<file path="config.mk">
export PLATFORM = sky130hd
export DESIGN_NAME = bram_preload_ctrl_flat
export DESIGN_NICKNAME = d
export VERILOG_FILES = /design/src/rtl/qlf_bram_pkg.sv /design/src/rtl/bram_preload_ctrl_if.sv /design/src/rtl/bram_preload_ctrl.sv /design/src/flat_wrapper.sv
export SDC_FILE = /design/constraint.sdc
export NUM_CORES = 1
export LEC_CHECK = 0
export ABC_AREA = 1
export CAP_MARGIN = 10
export CELL_PAD_IN_SITES_DETAIL_PLACEMENT = 0
export CELL_PAD_IN_SITES_GLOBAL_PLACEMENT = 1
export CORE_AREA = 2 2 135 84
export CTS_BUF_LIST = sky130_fd_sc_hd__clkbuf_16
export CTS_CLUSTER_DIAMETER = 40
export CTS_CLUSTER_SIZE = 16
export DETAILED_ROUTE_END_ITERATION = 7
export DIE_AREA = 0 0 137 86
export DONT_BUFFER_PORTS = 1
export GPL_ROUTABILITY_DRIVEN = 1
export PLACE_DENSITY = 0.95
export SLEW_MARGIN = 25
export SYNTH_ARGS = -nofsm -noshare
export SYNTH_HDL_FRONTEND = slang
export SYNTH_SLANG_ARGS = --single-unit
</file>
<file path="constraint.sdc">
create_clock -name CLK_i -period 4.38 [get_ports CLK_i]
set_input_delay 0.219 -clock CLK_i [delete_from_list [all_inputs] [get_ports CLK_i]]
set_output_delay 0.219 -clock CLK_i [all_outputs]
set_load 0.05 [all_outputs]
</file>
<file path="src/rtl/qlf_bram_pkg.sv">
// Shared definitions for the TDP36K preload (PL_*) port initiator.
// Latency: n/a (types and constants only).
// Backpressure: n/a.
// Contents: FSM state enum, PL_ADDR layout {sel, word address}, write-enable
// pattern, data/length widths and the session length clamp helper.
package qlf_bram_pkg;

  localparam int ADDR_W    = 14;               // word-address field, PL_ADDR[ADDR_W-1:0]
  localparam int SEL_W     = 10;               // block-select field, PL_ADDR[23:ADDR_W]
  localparam int PL_ADDR_W = ADDR_W + SEL_W;   // 24
  localparam int PL_DATA_W = 36;
  localparam int LEN_W     = 11;
  localparam int DEPTH     = 1024;             // max words per session

  localparam logic [1:0] WEN_ALL = 2'b11;

  typedef enum logic [2:0] {
    ST_IDLE,
    ST_FETCH,
    ST_WR_SETUP,
    ST_WR_PULSE,
    ST_RD_SETUP,
    ST_RD_PULSE,
    ST_RD_CMP,
    ST_FINISH
  } pl_state_t;

  // Requested lengths beyond one BRAM are truncated to one BRAM.
  function automatic logic [LEN_W-1:0] clamp_len(input logic [LEN_W-1:0] len);
    return (len > LEN_W'(DEPTH)) ? LEN_W'(DEPTH) : len;
  endfunction

endpackage

</file>
<file path="src/rtl/bram_preload_ctrl_if.sv">
// Bundle of the init-word stream and the PL_* preload pins of one BRAM.
// Latency: n/a (wiring only).
// Backpressure: s_valid_i/s_ready_o handshake on the stream side; the PL side has none.
// Ports: master = preload controller (consumes stream, drives PL_*);
//        slave  = surroundings (config loader feeding the stream, BRAM answering PL_DATA_i).
interface bram_preload_ctrl_if;
  import qlf_bram_pkg::*;

  logic                 s_valid_i;
  logic                 s_ready_o;
  logic [PL_DATA_W-1:0] s_data_i;

  logic                 PL_INIT_o;
  logic                 PL_ENA_o;
  logic [1:0]           PL_WEN_o;
  logic                 PL_REN_o;
  logic                 PL_CLK_o;
  logic [PL_ADDR_W-1:0] PL_ADDR_o;
  logic [PL_DATA_W-1:0] PL_DATA_o;
  logic [PL_DATA_W-1:0] PL_DATA_i;

  modport master (
    input  s_valid_i, s_data_i, PL_DATA_i,
    output s_ready_o, PL_INIT_o, PL_ENA_o, PL_WEN_o, PL_REN_o, PL_CLK_o, PL_ADDR_o, PL_DATA_o
  );

  modport slave (
    output s_valid_i, s_data_i, PL_DATA_i,
    input  s_ready_o, PL_INIT_o, PL_ENA_o, PL_WEN_o, PL_REN_o, PL_CLK_o, PL_ADDR_o, PL_DATA_o
  );

endinterface

</file>
<file path="src/rtl/bram_preload_ctrl.sv">
// Writes a stream of 36-bit init words into one BRAM through its PL_* preload port,
// optionally reading each word back. Latency: 3 cycles/word (6 with verify) plus stalls.
// Backpressure: s_ready_o only in FETCH; a stalled stream parks the FSM with PL_CLK low.
// Ports: CLK_i/RESET_i (sync, active-high); start_i/verify_i/base_i/len_i/sel_i session
// parameters sampled on start; abort_i; bus (stream + PL_* pins); busy_o, done_o pulse,
// err_o (sticky verify mismatch) and err_addr_o (first mismatching word address).
module bram_preload_ctrl
  import qlf_bram_pkg::*;
(
  input  logic              CLK_i,
  input  logic              RESET_i,
  input  logic              start_i,
  input  logic              verify_i,
  input  logic [ADDR_W-1:0] base_i,
  input  logic [LEN_W-1:0]  len_i,
  input  logic [SEL_W-1:0]  sel_i,
  input  logic              abort_i,
  bram_preload_ctrl_if.master bus,
  output logic              busy_o,
  output logic              done_o,
  output logic              err_o,
  output logic [ADDR_W-1:0] err_addr_o
);

  pl_state_t state_q, state_d;

  logic                 verify_q;
  logic                 abort_q;     // remembers an abort seen mid-word until a decision point
  logic [ADDR_W-1:0]    addr_q;
  logic [SEL_W-1:0]     sel_q;
  logic [LEN_W-1:0]     remain_q;
  logic [PL_DATA_W-1:0] data_q;
  logic                 err_q;
  logic [ADDR_W-1:0]    err_addr_q;

  // PL strobes are registered copies of the next-state decode, so pins never glitch.
  logic       init_q, ena_q, ren_q, plclk_q, done_q;
  logic [1:0] wen_q;
  logic       init_d, ena_d, ren_d, plclk_d, done_d;
  logic [1:0] wen_d;

  logic stop, last, mismatch, s_ready, hs, word_done;

  assign stop      = abort_i | abort_q;
  assign last      = (remain_q == '0);
  assign mismatch  = (bus.PL_DATA_i != data_q);
  // Refusing the word while aborting keeps an accepted word from being silently dropped.
  assign s_ready   = (state_q == ST_FETCH) & ~stop;
  assign hs        = bus.s_valid_i & s_ready;
  assign word_done = ((state_q == ST_WR_PULSE) & ~verify_q) |
                     ((state_q == ST_RD_CMP) & ~mismatch);

  always_ff @(posedge CLK_i) begin
    if (RESET_i) state_q <= ST_IDLE;
    else         state_q <= state_d;
  end

  always_comb begin
    state_d = state_q;
    init_d  = 1'b0;
    ena_d   = 1'b0;
    wen_d   = 2'b00;
    ren_d   = 1'b0;
    plclk_d = 1'b0;
    done_d  = 1'b0;

    case (state_q)
      ST_IDLE:     if (start_i) state_d = (len_i == '0) ? ST_FINISH : ST_FETCH;
      ST_FETCH:    if (stop) state_d = ST_FINISH;
                   else if (hs) state_d = ST_WR_SETUP;
      ST_WR_SETUP: state_d = ST_WR_PULSE;
      ST_WR_PULSE: state_d = verify_q ? ST_RD_SETUP : ((last | stop) ? ST_FINISH : ST_FETCH);
      ST_RD_SETUP: state_d = ST_RD_PULSE;
      ST_RD_PULSE: state_d = ST_RD_CMP;
      ST_RD_CMP:   state_d = (mismatch | last | stop) ? ST_FINISH : ST_FETCH;
      ST_FINISH:   state_d = ST_IDLE;
      default:     state_d = ST_IDLE;
    endcase

    case (state_d)
      ST_FETCH:    init_d = 1'b1;
      ST_WR_SETUP: begin init_d = 1'b1; ena_d = 1'b1; wen_d = WEN_ALL; end
      ST_WR_PULSE: begin init_d = 1'b1; ena_d = 1'b1; wen_d = WEN_ALL; plclk_d = 1'b1; end
      ST_RD_SETUP: begin init_d = 1'b1; ena_d = 1'b1; ren_d = 1'b1; end
      ST_RD_PULSE: begin init_d = 1'b1; ena_d = 1'b1; ren_d = 1'b1; plclk_d = 1'b1; end
      ST_RD_CMP:   begin init_d = 1'b1; ena_d = 1'b1; ren_d = 1'b1; end
      ST_FINISH:   done_d = 1'b1;
      default:     ;
    endcase
  end

  always_ff @(posedge CLK_i) begin
    if (RESET_i) begin
      init_q     <= 1'b0;
      ena_q      <= 1'b0;
      wen_q      <= 2'b00;
      ren_q      <= 1'b0;
      plclk_q    <= 1'b0;
      done_q     <= 1'b0;
      verify_q   <= 1'b0;
      abort_q    <= 1'b0;
      addr_q     <= '0;
      sel_q      <= '0;
      remain_q   <= '0;
      data_q     <= '0;
      err_q      <= 1'b0;
      err_addr_q <= '0;
    end else begin
      init_q  <= init_d;
      ena_q   <= ena_d;
      wen_q   <= wen_d;
      ren_q   <= ren_d;
      plclk_q <= plclk_d;
      done_q  <= done_d;

      if (state_q == ST_IDLE) abort_q <= 1'b0;
      else if (abort_i)       abort_q <= 1'b1;

      if ((state_q == ST_IDLE) && start_i) begin
        verify_q   <= verify_i;
        addr_q     <= base_i;
        sel_q      <= sel_i;
        remain_q   <= clamp_len(len_i);
        err_q      <= 1'b0;
        err_addr_q <= '0;
      end

      if (hs) begin
        data_q   <= bus.s_data_i;
        remain_q <= remain_q - LEN_W'(1);
      end

      // Advances only after the pulse has dropped, so ADDR is stable under PL_CLK;
      // natural overflow wraps inside the word field and never touches sel.
      if (word_done) addr_q <= addr_q + ADDR_W'(1);

      if ((state_q == ST_RD_CMP) && mismatch) begin
        err_q      <= 1'b1;
        err_addr_q <= addr_q;
      end
    end
  end

  assign bus.s_ready_o = s_ready;
  assign bus.PL_INIT_o = init_q;
  assign bus.PL_ENA_o  = ena_q;
  assign bus.PL_WEN_o  = wen_q;
  assign bus.PL_REN_o  = ren_q;
  assign bus.PL_CLK_o  = plclk_q;
  assign bus.PL_ADDR_o = {sel_q, addr_q};
  assign bus.PL_DATA_o = data_q;

  assign busy_o     = (state_q != ST_IDLE);
  assign done_o     = done_q;
  assign err_o      = err_q;
  assign err_addr_o = err_addr_q;

endmodule

</file>
<file path="src/flat_wrapper.sv">
// flat-port wrapper written by rule: the top's interface ports become plain ports
module bram_preload_ctrl_flat import qlf_bram_pkg::*;
  (CLK_i, RESET_i, start_i, verify_i, base_i, len_i, sel_i, abort_i, busy_o, done_o, err_o, err_addr_o, bus_s_valid_i, bus_s_data_i, bus_PL_DATA_i, bus_s_ready_o, bus_PL_INIT_o, bus_PL_ENA_o, bus_PL_WEN_o, bus_PL_REN_o, bus_PL_CLK_o, bus_PL_ADDR_o, bus_PL_DATA_o);
  bram_preload_ctrl_if bus_i ();
  input  logic CLK_i;
  input  logic RESET_i;
  input  logic start_i;
  input  logic verify_i;
  input  logic [ADDR_W-1:0] base_i;
  input  logic [LEN_W-1:0] len_i;
  input  logic [SEL_W-1:0] sel_i;
  input  logic abort_i;
  output logic busy_o;
  output logic done_o;
  output logic err_o;
  output logic [ADDR_W-1:0] err_addr_o;
  input wire logic [$bits(bus_i.s_valid_i)-1:0] bus_s_valid_i;
  input wire logic [$bits(bus_i.s_data_i)-1:0] bus_s_data_i;
  input wire logic [$bits(bus_i.PL_DATA_i)-1:0] bus_PL_DATA_i;
  output wire logic [$bits(bus_i.s_ready_o)-1:0] bus_s_ready_o;
  output wire logic [$bits(bus_i.PL_INIT_o)-1:0] bus_PL_INIT_o;
  output wire logic [$bits(bus_i.PL_ENA_o)-1:0] bus_PL_ENA_o;
  output wire logic [$bits(bus_i.PL_WEN_o)-1:0] bus_PL_WEN_o;
  output wire logic [$bits(bus_i.PL_REN_o)-1:0] bus_PL_REN_o;
  output wire logic [$bits(bus_i.PL_CLK_o)-1:0] bus_PL_CLK_o;
  output wire logic [$bits(bus_i.PL_ADDR_o)-1:0] bus_PL_ADDR_o;
  output wire logic [$bits(bus_i.PL_DATA_o)-1:0] bus_PL_DATA_o;
  assign bus_i.s_valid_i = bus_s_valid_i;
  assign bus_i.s_data_i = bus_s_data_i;
  assign bus_i.PL_DATA_i = bus_PL_DATA_i;
  assign bus_s_ready_o = bus_i.s_ready_o;
  assign bus_PL_INIT_o = bus_i.PL_INIT_o;
  assign bus_PL_ENA_o = bus_i.PL_ENA_o;
  assign bus_PL_WEN_o = bus_i.PL_WEN_o;
  assign bus_PL_REN_o = bus_i.PL_REN_o;
  assign bus_PL_CLK_o = bus_i.PL_CLK_o;
  assign bus_PL_ADDR_o = bus_i.PL_ADDR_o;
  assign bus_PL_DATA_o = bus_i.PL_DATA_o;
  bram_preload_ctrl u_core (.CLK_i(CLK_i), .RESET_i(RESET_i), .start_i(start_i), .verify_i(verify_i), .base_i(base_i), .len_i(len_i), .sel_i(sel_i), .abort_i(abort_i), .bus(bus_i), .busy_o(busy_o), .done_o(done_o), .err_o(err_o), .err_addr_o(err_addr_o));
endmodule
</file>
# After elaboration in Yosys (flattened, before gate mapping)
# Cells that the tools add are included.
# totals
regBits	98
in_bits	113
# op_classes
n_reduce_logical	15
mux	23
n_eq_ne	15
n_bitwise	12
order_cmp	1
n_addsub	2
# ops
cell	n
$mux 14	4
$ne 36x36->1	1
$mux 11	3
$eq 3x3->1 const B	8
$pmux 3 s8	1
$logic_not 11->1	2
$mux 3	7
$add 14x1->14 const B	1
$eq 3x2->1 const B	4
$gt 11x11->1 const B	1
$sub 11x1->11 const B	1
$mux 1	7
$eq 3x1->1 const B	2
$reduce_bool 2->1	3
$reduce_or 2->1	3
$reduce_or 6->1	1
$or 1x1->1	5
$reduce_or 5->1	1
$and 1x1->1	4
$logic_not 3->1	1
$not 1->1	3
$reduce_bool 3->1	1
$reduce_or 3->1	1
$logic_and 1x1->1	2
$mux 2	1

# Longest topological paths before layout
# Gate-level depths: netlist (run 1).
# depth
depth_word	10
depth_mapped	14
mapped_depth_nobuf	14

# Worst setup path after synthesis (run 1)
# OpenSTA, ideal clock, no wires.
# synth_timing
path_kind	flip-flop to flip-flop
from	register u_core.addr_q[0]
to	register u_core.addr_q[12]
path_buffers	0
required_ps	4244
arrival_ps	1933
path_stages_with_launch	10
path_slack_ps	2311
path_cell_list	dfxtp_1 ha_1 nand3_1 nor2_1 nand3_1 nor3_1 xor2_1 nand2_1 o21ai_2 a21oi_2
# synth_between
elab_chain_len	2
# synth_rtl
element	line_no	rtl
start: declaration	bram_preload_ctrl.sv:29	logic [ADDR_W-1:0] addr_q;
start signal: assignment	bram_preload_ctrl.sv:121	addr_q <= base_i;
start signal: assignment	bram_preload_ctrl.sv:135	if (word_done) addr_q <= addr_q + ADDR_W'(1);
$add 14x1->14	bram_preload_ctrl.sv:135	
$mux 14	bram_preload_ctrl.sv:135	
# Every way passes these cells.
# A chain may end at the register's enable or synchronous reset.

# Worst setup path after layout (run 1)
# layout_timing
from	register u_core.data_q[10] (netlist: u_core.bus.PL_DATA_o[10])
to	register u_core.init_q (netlist: u_core.bus.PL_INIT_o)
# layout_between
elab_chain_len	8
elab_cells_between_ends	13
cone_classes	eq/ne (7); mux (3); bitwise (2); reduce/logical (1)
# layout_rtl
element	line_no	rtl
start: declaration	bram_preload_ctrl.sv:32	logic [PL_DATA_W-1:0] data_q;
start signal: assignment	bram_preload_ctrl.sv:129	data_q <= bus.s_data_i;
$ne 36x36->1 *	bram_preload_ctrl.sv:46	assign mismatch = (bus.PL_DATA_i != data_q);
$or 1x1->1 * (2 in series)	bram_preload_ctrl.sv:75	ST_RD_CMP: state_d = (mismatch | last | stop) ? ST_FINISH : ST_FETCH;
$mux 3 *	bram_preload_ctrl.sv:75	
$pmux 3 s8 *	bram_preload_ctrl.sv:67	case (state_q)
$eq 3x1->1, or another cell as far along	bram_preload_ctrl.sv:80	case (state_d)
$reduce_or 6->1 (no source line) *	n/a	
$mux 1 *	bram_preload_ctrl.sv:80	
end signal: assignment	bram_preload_ctrl.sv:109	init_q <= init_d;
end: declaration	bram_preload_ctrl.sv:37	logic init_q, ena_q, ren_q, plclk_q, done_q;
# Every way passes the cells marked *; elsewhere a longest branch is shown, timed or not.

==> results of run 1 <==
-- worst max path at each step --
stage,depth (start not counted),endpoint,from
finish,10,u_core.bus.PL_INIT_o,u_core.bus.PL_DATA_o[10]
global route,12,u_core.bus.PL_INIT_o,u_core.bus.PL_DATA_o[2]
CTS,10,u_core.bus.PL_INIT_o,u_core.bus.PL_DATA_o[31]
detailed placement,10,u_core.bus.PL_INIT_o,u_core.bus.PL_DATA_o[10]
global placement,10,u_core.bus.PL_INIT_o,u_core.bus.PL_DATA_o[30]
floorplan,9,u_core.addr_q[12],u_core.addr_q[0]
-- sequential cells by signal (all words and copies together), names as in the netlist, 3 cells and up --
| signal | cells |
|---|---|
| u_core.bus.PL_DATA_o | 36 |
| u_core.addr_q | 14 |
| u_core.state_q | 3 |
| u_core.sel_q | 10 |
| u_core.remain_q | 11 |
| u_core.err_addr_o | 14 |
-- critical path, cell delays in order (launching register included) --
cell     delay [ps]
dfxtp_1         690
xnor2_1         190
nand4_1         150
nor2_1          320
nand3_2         350
nand2_2         400
nand4_1         200
nand2_1         150
nand2_1          80
nand2_1          80
nand2_1          60
-- stage by stage --
| step | utilization | hold WS (ps) | area (um^2) | setup slack (ps) | instances |
|---|---|---|---|---|---|
| detailed placement | 0.4699 | 296.5 | 4911 | 1649 | 798 |
| CTS | 0.5071 | 0.2550 | 5299 | 1630 | 820 |
| floorplan | - | 362.0 | 4878 | 2311 | 688 |
| global placement | 0.4699 | 295.8 | 4911 | 1724 | 798 |
| global route | 0.5099 | 0.7157 | 5329 | 1319 | 823 |
| finish | 0.5099 | 6.851 | 5329 | 1585 | 823 |
-- routing by layer --
metal	global-route usage	part of all wire	vias to the layer above
li1	-	-	2210
met1	0.2990	0.43	2012
met2	0.3777	0.45	215
met3	0.08392	0.11	18
met4	0.07685	0.015	0
met5	0	0	-
-- cells in the mapped netlist (2+ instances only) --
master / number / area share
nand3_1: 48 / 0.049
nand4_1: 8 / 0.010
a21oi_2: 9 / 0.016
o211ai_1: 4 / 0.0062
buf_4: 2 / 0.0031
xnor2_1: 29 / 0.052
a21oi_1: 78 / 0.080
ha_1: 2 / 0.0051
nand2_2: 3 / 0.0038
o221ai_1: 2 / 0.0036
o21ai_1: 5 / 0.0051
inv_1: 54 / 0.042
o21ai_2: 9 / 0.016
dfxtp_1: 97 / 0.40
o21ai_0: 22 / 0.023
nand2_1: 189 / 0.15
buf_2: 5 / 0.0051
xor2_1: 12 / 0.022
nor3_2: 2 / 0.0041
nor2_2: 4 / 0.0051
buf_1: 5 / 0.0038
nor2_1: 45 / 0.035
clkbuf_1: 16 / 0.012
nor3_1: 8 / 0.0082
inv_2: 12 / 0.0092
buf_6: 4 / 0.0092
-- power by group through the flow --
stage | registers (uW) | clock network, uW | logic [uW]
6_report | 1580 | 825 | 932
2_1_floorplan | 1530 | 0 | 779
5_1_grt | 1600 | 876 | 1050
3_3_place_gp | 1590 | 0 | 877
3_5_place_dp | 1600 | 0 | 901
4_1_cts | 1580 | 840 | 925
-- area by class of cell --
cell class / count / area [um^2]
fillers: 1012 / 5121
clock buffers: 9 / 225.2
flip-flops and latches: 97 / 1942
clock inverters: 7 / 85.08
multi-input cells: 493 / 2525
inverters: 66 / 247.7
repair buffers: 12 / 130.1
well taps: 139 / 173.9
-- cell usage in the layout, fill, tap and decap left out, drive strengths merged, types with 2 or more instances in the layout --
master,instances
nand2,193
o221ai,2
ha,2
xor2,12
dlygate4sd3,8
dfxtp,97
o21ai,36
xnor2,29
nor2,50
nor3,11
o211ai,4
clkbuf,9
clkinvlp,2
buf,4
inv,69
a21oi,87
nand4,9
nand3,49
-- kinds of logic after synthesis --
group,after synthesis,share of synthesized area
compound gates,133,0.1588
xor+xnor,41,0.07361
fa+ha+maj,2,0.005129
buf+inv,98,0.08438
flops,97,0.3981
simple gates,317,0.2801
==> results.toml, run 1 <==
[power]
intPower_uw = 1801
design_power_total_uw = 3340
seq_power_share = 0.474
netSwitchingFraction = 0.4608
pwr_density_cell_nw_per_um2 = 626.7
p_comb_frac = 0.279
leakage_uw = 0.002045
irDropWorstVdd_uv = 239.2
p_clk_frac = 0.247
p_sw_uw = 1539

[clock_network]
postCtsHoldBufs = 6
cts_tree = "done"
cts.repair.resized = 0
clock_latency_ps = 350
clk_pin_slew_worst_paths_ps = 80
clock-root-buffer = "clkbuf_16"
htreeDepth = 3
cts_setup_buffers = 0
cts_sinks = 97
clockBufferDepth = 2
cts_made_buffers = 9

[logic_synthesis]
syn-num-nets = 803
synth_cells = 688
synth_edf_count = 0
syn_avg_cell_area_um2 = 7.091
synth-seq-cells = 97
seq_area_frac_synth = 0.3981
async_reset_ff_frac = 0
synth-main-ff-cell = "dfxtp_1"
syn_area_um2 = 4878
synth_cell_types = 40
yosys_warnings = 0

[timing]
rsz0062_at_grt = "no"
slew_headroom = 0.3542
hold_viol_final = 0
tightest_slew_ps = 967.4
min_period_ps = 2795
setup_viol = 0
fmax_mhz = 357.8
worst_clock_skew_ps = 10.71
tns_ps = 0
report.final.slew_viol_count = 0
post-route-period-util = 0.6382

[placement]
port_buffers = 0
gp_congestion = 0.9057
hpwl_mm = 10.10

[routing]
vias = 4455
avgRoutedWirePerCell_um = 17.01
wirelength_mm = 14.00
drt_iter0_drc = 276
drc = 0
viasPerCell = 5.413
drtAntennaViolNets = 0
drt-pass1-iter-count = 5

[layout]
synthToLayoutAreaGrowth_pct = 9.233
drive_gt1_frac = 0.09795
nets = 794
diodes = 0

[worst_setup_path]
cp.arrival_ps = 3040
critPathMaxFanout = 17
ff2ff_setup_slack_ps = 1580
rr_worst_depth = 10
cp-start-kind = "flip-flop"
r2r_end = "u_core.bus.PL_INIT_o"
required_ps = 4620
crit_path_end_kind = "flip-flop"
rr_startpoint = "u_core.bus.PL_DATA_o[10]"
criticalPathCategory = "flip-flop to flip-flop"

[floorplan]
chipWidth_um = 137
core-area_um2 = 10450
start_util = 0.4668
row_count = 29
die-area_um2 = 11780
die_h_um = 86
io_pins = 197

[min_path]
hold_path_startpoint = "sel_i[6]"
hp-class = "primary input to flip-flop"
whs_path_depth = 2
holdPathEnd = "u_core.sel_q[6]"

[global_route]
grt_overflow = 0
grt_pass1_wl_mm = 21.53
antenna_found_initial = 0
grt_pass1_vias = 4280
grt_start_max_net_pins = 72
track_usage = 0.2366

[outcome]
outcome = "finished clean"

[run]
drv_cap = 0
Note: power is estimated with default switching activity, not from simulation.
==> inputs of run 2 (changes only) <==
- CORE_AREA: 2 2 135 84 -> 2 2 148 92
- DIE_AREA: 0 0 137 86 -> 0 0 150 94
- PLACE_DENSITY: 0.95 -> 0.85
- clock period: 4.38 -> 2.5 ns (I/O delays scaled with it)
==> run 2 against run 1 <==
  * Fmax rose by 40%
  * Worst setup slack got worse by 1100 ps
  * Largest cell class unchanged
  * Die area rose by 20%
  * First-iteration DRC count fell by 6.2%
  * Combinational power rose to 2.5 times the previous value
  * Utilization fell by 2.4 points
  * Count of clock-buffer cells in the layout did not move
==> results.toml, run 2 (synthesis gave the netlist of run 1 again) <==
[timing]
fmax_mhz = 502.6
slew_headroom = 0.3347
rsz0062_at_grt = "no"
post-route-period-util = 0.7959
min_period_ps = 1990
hold_viol_final = 0
setup_viol = 0
tightest_slew_ps = 996.5
worst_clock_skew_ps = 6.350
report.final.slew_viol_count = 0
tns_ps = 0
worst_slack_ps = 510.2

[global_route]
grt_overflow = 0
track_usage = 0.2065
grt_start_max_net_pins = 72
grt_pass1_vias = 4522
grt_pass1_wl_mm = 22.71
antenna_found_initial = 0

[clock_network]
cts_sinks = 97
clockBufferDepth = 2
clock_latency_ps = 340
cts_tree = "done"
clk_pin_slew_worst_paths_ps = 70
cts_setup_buffers = 0
cts.repair.resized = 0
htreeDepth = 3
clock-root-buffer = "clkbuf_16"
cts_made_buffers = 9
postCtsHoldBufs = 46

[floorplan]
start_util = 0.3856
core-area_um2 = 12650
io_pins = 197
die_h_um = 94
die-area_um2 = 14100
chipWidth_um = 150
row_count = 32

[worst_setup_path]
criticalPathCategory = "flip-flop to flip-flop"
path_cells = "nor3_2, nand2_1, inv_2, nand2_1, o21ai_0, o21ai_0, a21oi_1"
cp_top_family = "simple AND/OR/NAND/NOR gates"
required_ps = 2770
crit_path_end_kind = "flip-flop"
critPathMaxFanout = 19
crit_buf_inv = 1
cp-start-kind = "flip-flop"
cpMaxStageDelayCell = "dfxtp_1"
slowest_delay_ps = 390
cp.arrival_ps = 2260

[routing]
drt-pass1-iter-count = 5
drc = 0
wirelength_mm = 14.99
drt_iter0_drc = 259
drtAntennaViolNets = 0
avgRoutedWirePerCell_um = 15.84
vias = 4753
viasPerCell = 5.024

[power]
irDropWorstVdd_uv = 747.6
leakage_uw = 0.002494
pwr_density_cell_nw_per_um2 = 986.4

[run]
drv_cap = 0

[layout]
drive_gt1_frac = 0.1572
synthToLayoutAreaGrowth_pct = 26.13
layout_commonest_cell = "nand2_1"
nets = 886
diodes = 0
largest_reg_flops = 36
final_cell_mix = "nand2_1, dfxtp_1, a21oi_1"

[placement]
hpwl_mm = 10.97
port_buffers = 0
dp_slack_ps = 540.0
gp_congestion = 0.8383

[min_path]
hp-class = "primary input to flip-flop"

[outcome]
outcome = "finished clean"
[run 2: changes by cell type in the layout (fill, tap and decap cells not counted), sizes merged]
| cell | before | now |
|---|---|---|
| dlygate4sd3 | 8 | 45 |
| buf | 4 | 59 |
[run 2: metrics by stage]
step	instance area [um^2]	power, uW	hold WS [ps]	cells	utilization
finish	6153	6070	12.02	946	0.4864
global route	6153	6429	28.07	946	0.4864
CTS	6153	6092	1.654	946	0.4864
detailed placement	5363	4562	196.6	884	0.4239
global placement	5363	4510	194.1	884	0.4239
floorplan	4878	4047	268.0	688	-
[run 2: metal layers]
layer	global-route usage	vias to the layer above	part of all wire
li1	-	2378	-
met1	0.2739	2151	0.46
met2	0.3238	196	0.43
met3	0.06699	28	0.090
met4	0.05503	0	0.017
met5	0	-	0
[run 2: final cells by class]
class	instances	area [um^2]
clock buffer	9	225.2
clock inverter	7	87.58
fill	1219	6499
inverter	66	247.7
multi-input combinational	493	2525
sequential	97	1942
tap	170	212.7
timing repair buffer	104	913.4
[run 2: power by group]
part | switching, uW | leakage (uW) | internal (uW) | total [uW]
sequential | 483 | 0.000789 | 1810 | 2290
combinational | 1600 | 0.00156 | 743 | 2340
clock | 638 | 0.000148 | 799 | 1440
[run 2: final timing paths]
check                      startpoint                  endpoint  slack, ps  cells past startpoint
min                         len_i[10]       u_core.remain_q[10]         10                      2
max reg2reg         u_core.state_q[1]        u_core.remain_q[7]        510                      7
min reg2reg  u_core.bus.PL_DATA_o[34]  u_core.bus.PL_DATA_o[34]        480                      2
max                 u_core.state_q[1]        u_core.remain_q[7]        510                      7
[run 2: worst reg2reg max path, cell delays in order (launching register included)]
cell and delay (ps):
dfxtp_1 390, nor3_2 380, nand2_1 140, inv_2 310, nand2_1 90, o21ai_0 330
o21ai_0 150, a21oi_1 130
==> inputs of run 3 (changes only) <==
- CORE_AREA: 2 2 148 92 -> 2 2 141 88
- DIE_AREA: 0 0 150 94 -> 0 0 143 90
- PLACE_DENSITY: 0.85 -> 0.88
- clock period: 2.5 -> 1.9 ns (I/O delays scaled with it)
==> run 3 against run 2 <==
  * Worst setup slack got worse by 380 ps
  * Critical path depth increased by 3
  * Total power increased by 33%
  * Register-to-register slack got worse by 380 ps
  * Sequential power increased by 29%
  * Fmax increased by 13%
  * Clock power increased by 22%
  * First-iteration DRC count increased by 41%
==> results.toml, run 3 (synthesis gave the netlist of run 1 again) <==
[outcome]
outcome = "finished clean"

[floorplan]
row_count = 31
die-area_um2 = 12870
io_pins = 197
core-area_um2 = 11670
die_h_um = 90
start_util = 0.4179
chipWidth_um = 143

[layout]
finalCoreUtilization = 0.5501
synthToLayoutAreaGrowth_pct = 31.65
design_area_um2 = 6422
diodes = 0
nets = 912
drive_gt1_frac = 0.1970
layout_commonest_cell = "nand2_1"
final_cell_mix = "nand2_1, dfxtp_1, a21oi_1"
largest_reg_flops = 36

[min_path]
hp-class = "primary input to flip-flop"

[clock_network]
cts_tree = "done"
cts_sinks = 97
htreeDepth = 3
clock-root-buffer = "clkbuf_16"
clockBufferDepth = 2
clk_pin_slew_worst_paths_ps = 70
clock_latency_ps = 340
cts_made_buffers = 9

[worst_setup_path]
crit_path_end_kind = "flip-flop"
cp.arrival_ps = 2010
required_ps = 2140
critPathMaxFanout = 3
criticalPathCategory = "flip-flop to flip-flop"
cp-start-kind = "flip-flop"

[global_route]
grt_pass1_vias = 4777
grt_overflow = 0
grt_pass1_wl_mm = 23.69
track_usage = 0.2309
grt_start_max_net_pins = 72
antenna_found_initial = 0

[power]
design_power_total_uw = 8098
irDropWorstVdd_uv = 736.8
leakage_uw = 0.002635
pwr_density_cell_nw_per_um2 = 1261

[timing]
whs_ps = 14.88
setup_viol = 0
post-route-period-util = 0.9305
hold_viol_final = 0
slew_headroom = 0.5414
worst_clock_skew_ps = 9.668
worst_slack_ps = 132.1
min_period_ps = 1768
fmax_mhz = 565.6
report.final.slew_viol_count = 0
rsz0062_at_grt = "yes"
tightest_slew_ps = 687.2

[routing]
wirelength_mm = 15.08
drt_iter0_drc = 366
drt-pass1-iter-count = 5
viasPerCell = 5.061
drc = 0
avgRoutedWirePerCell_um = 15.59
drtAntennaViolNets = 0
vias = 4894

[run]
drv_cap = 0

[placement]
place_area_um2 = 5544
gp_congestion = 0.9165
hpwl_mm = 11.17
dp_slack_ps = 90.44
port_buffers = 0
==> run 3: changes by cell type in the layout (fill, tap and decap cells not counted), moves of 3 or more <==
cell,delta
buf_12,+3
dfxtp_1,-6
nor2_4,+3
buf_4,+18
nor2_1,-3
dlygate4sd3_1,+5
dfxtp_2,+6
inv_6,+3
==> run 3: worst paths after layout <==
path                            startpoint                       end  slack [ps]  depth (start not counted)
hold / removal            bus_s_data_i[17]  u_core.bus.PL_DATA_o[17]          10                          2
hold reg to reg   u_core.bus.PL_DATA_o[29]  u_core.bus.PL_DATA_o[29]         480                          2
setup reg to reg   u_core.bus.PL_DATA_o[7]      u_core.bus.PL_INIT_o         130                         10
setup / recovery   u_core.bus.PL_DATA_o[7]      u_core.bus.PL_INIT_o         130                         10
==> run 3: critical path: stages (launching register included) <==
cell and delay, ps:
dfxtp_1 320, xnor2_1 170, nand4_1 210, nor2_2 220, nand3_2 130, nand2_4 90
nand4_1 180, nand2_2 140, nand2_1 60, nand2_1 70, nand2_1 60
==> run 3: metrics by stage <==
stage | setup TNS, ps | cells
finish | 0 | 967
global route | -64.60 | 967
CTS | 0 | 965
detailed placement | 0 | 898
global placement | 0 | 898
floorplan | 0 | 688
==> run 3: routing by layer <==
| metal | track usage | vias up | routed length, um |
|---|---|---|---|
| li1 | - | 2442 | - |
| met1 | 0.2974 | 2262 | 6660 |
| met2 | 0.3812 | 182 | 7033 |
| met3 | 0.07139 | 8 | 1292 |
| met4 | 0.04868 | 0 | 92 |
| met5 | 0 | - | 0 |
==> run 3: timing repair <==
item                                    CTS  global route
gates resized for setup                   0            16
hold buffers                             51             0
hold endpoints to repair                 84             0
endpoints found under the setup margin    0            20
buffers inserted                          0             2
==> run 3: final cells by class <==
class	instances	area, um^2
fill	1099	5253
clock inverter	7	58.81
multi-input combinational	493	2576
clock buffer	9	225.2
sequential	97	1949
timing repair buffer	130	1159
inverter	66	247.7
tap	165	206.4
==> run 3: where the power goes <==
group | internal (uW) | switching (uW) | total [uW] | leakage (uW)
sequential | 2380 | 564 | 2950 | 0.000792
combinational | 1140 | 2260 | 3400 | 0.00170
clock | 912 | 843 | 1750 | 0.000139
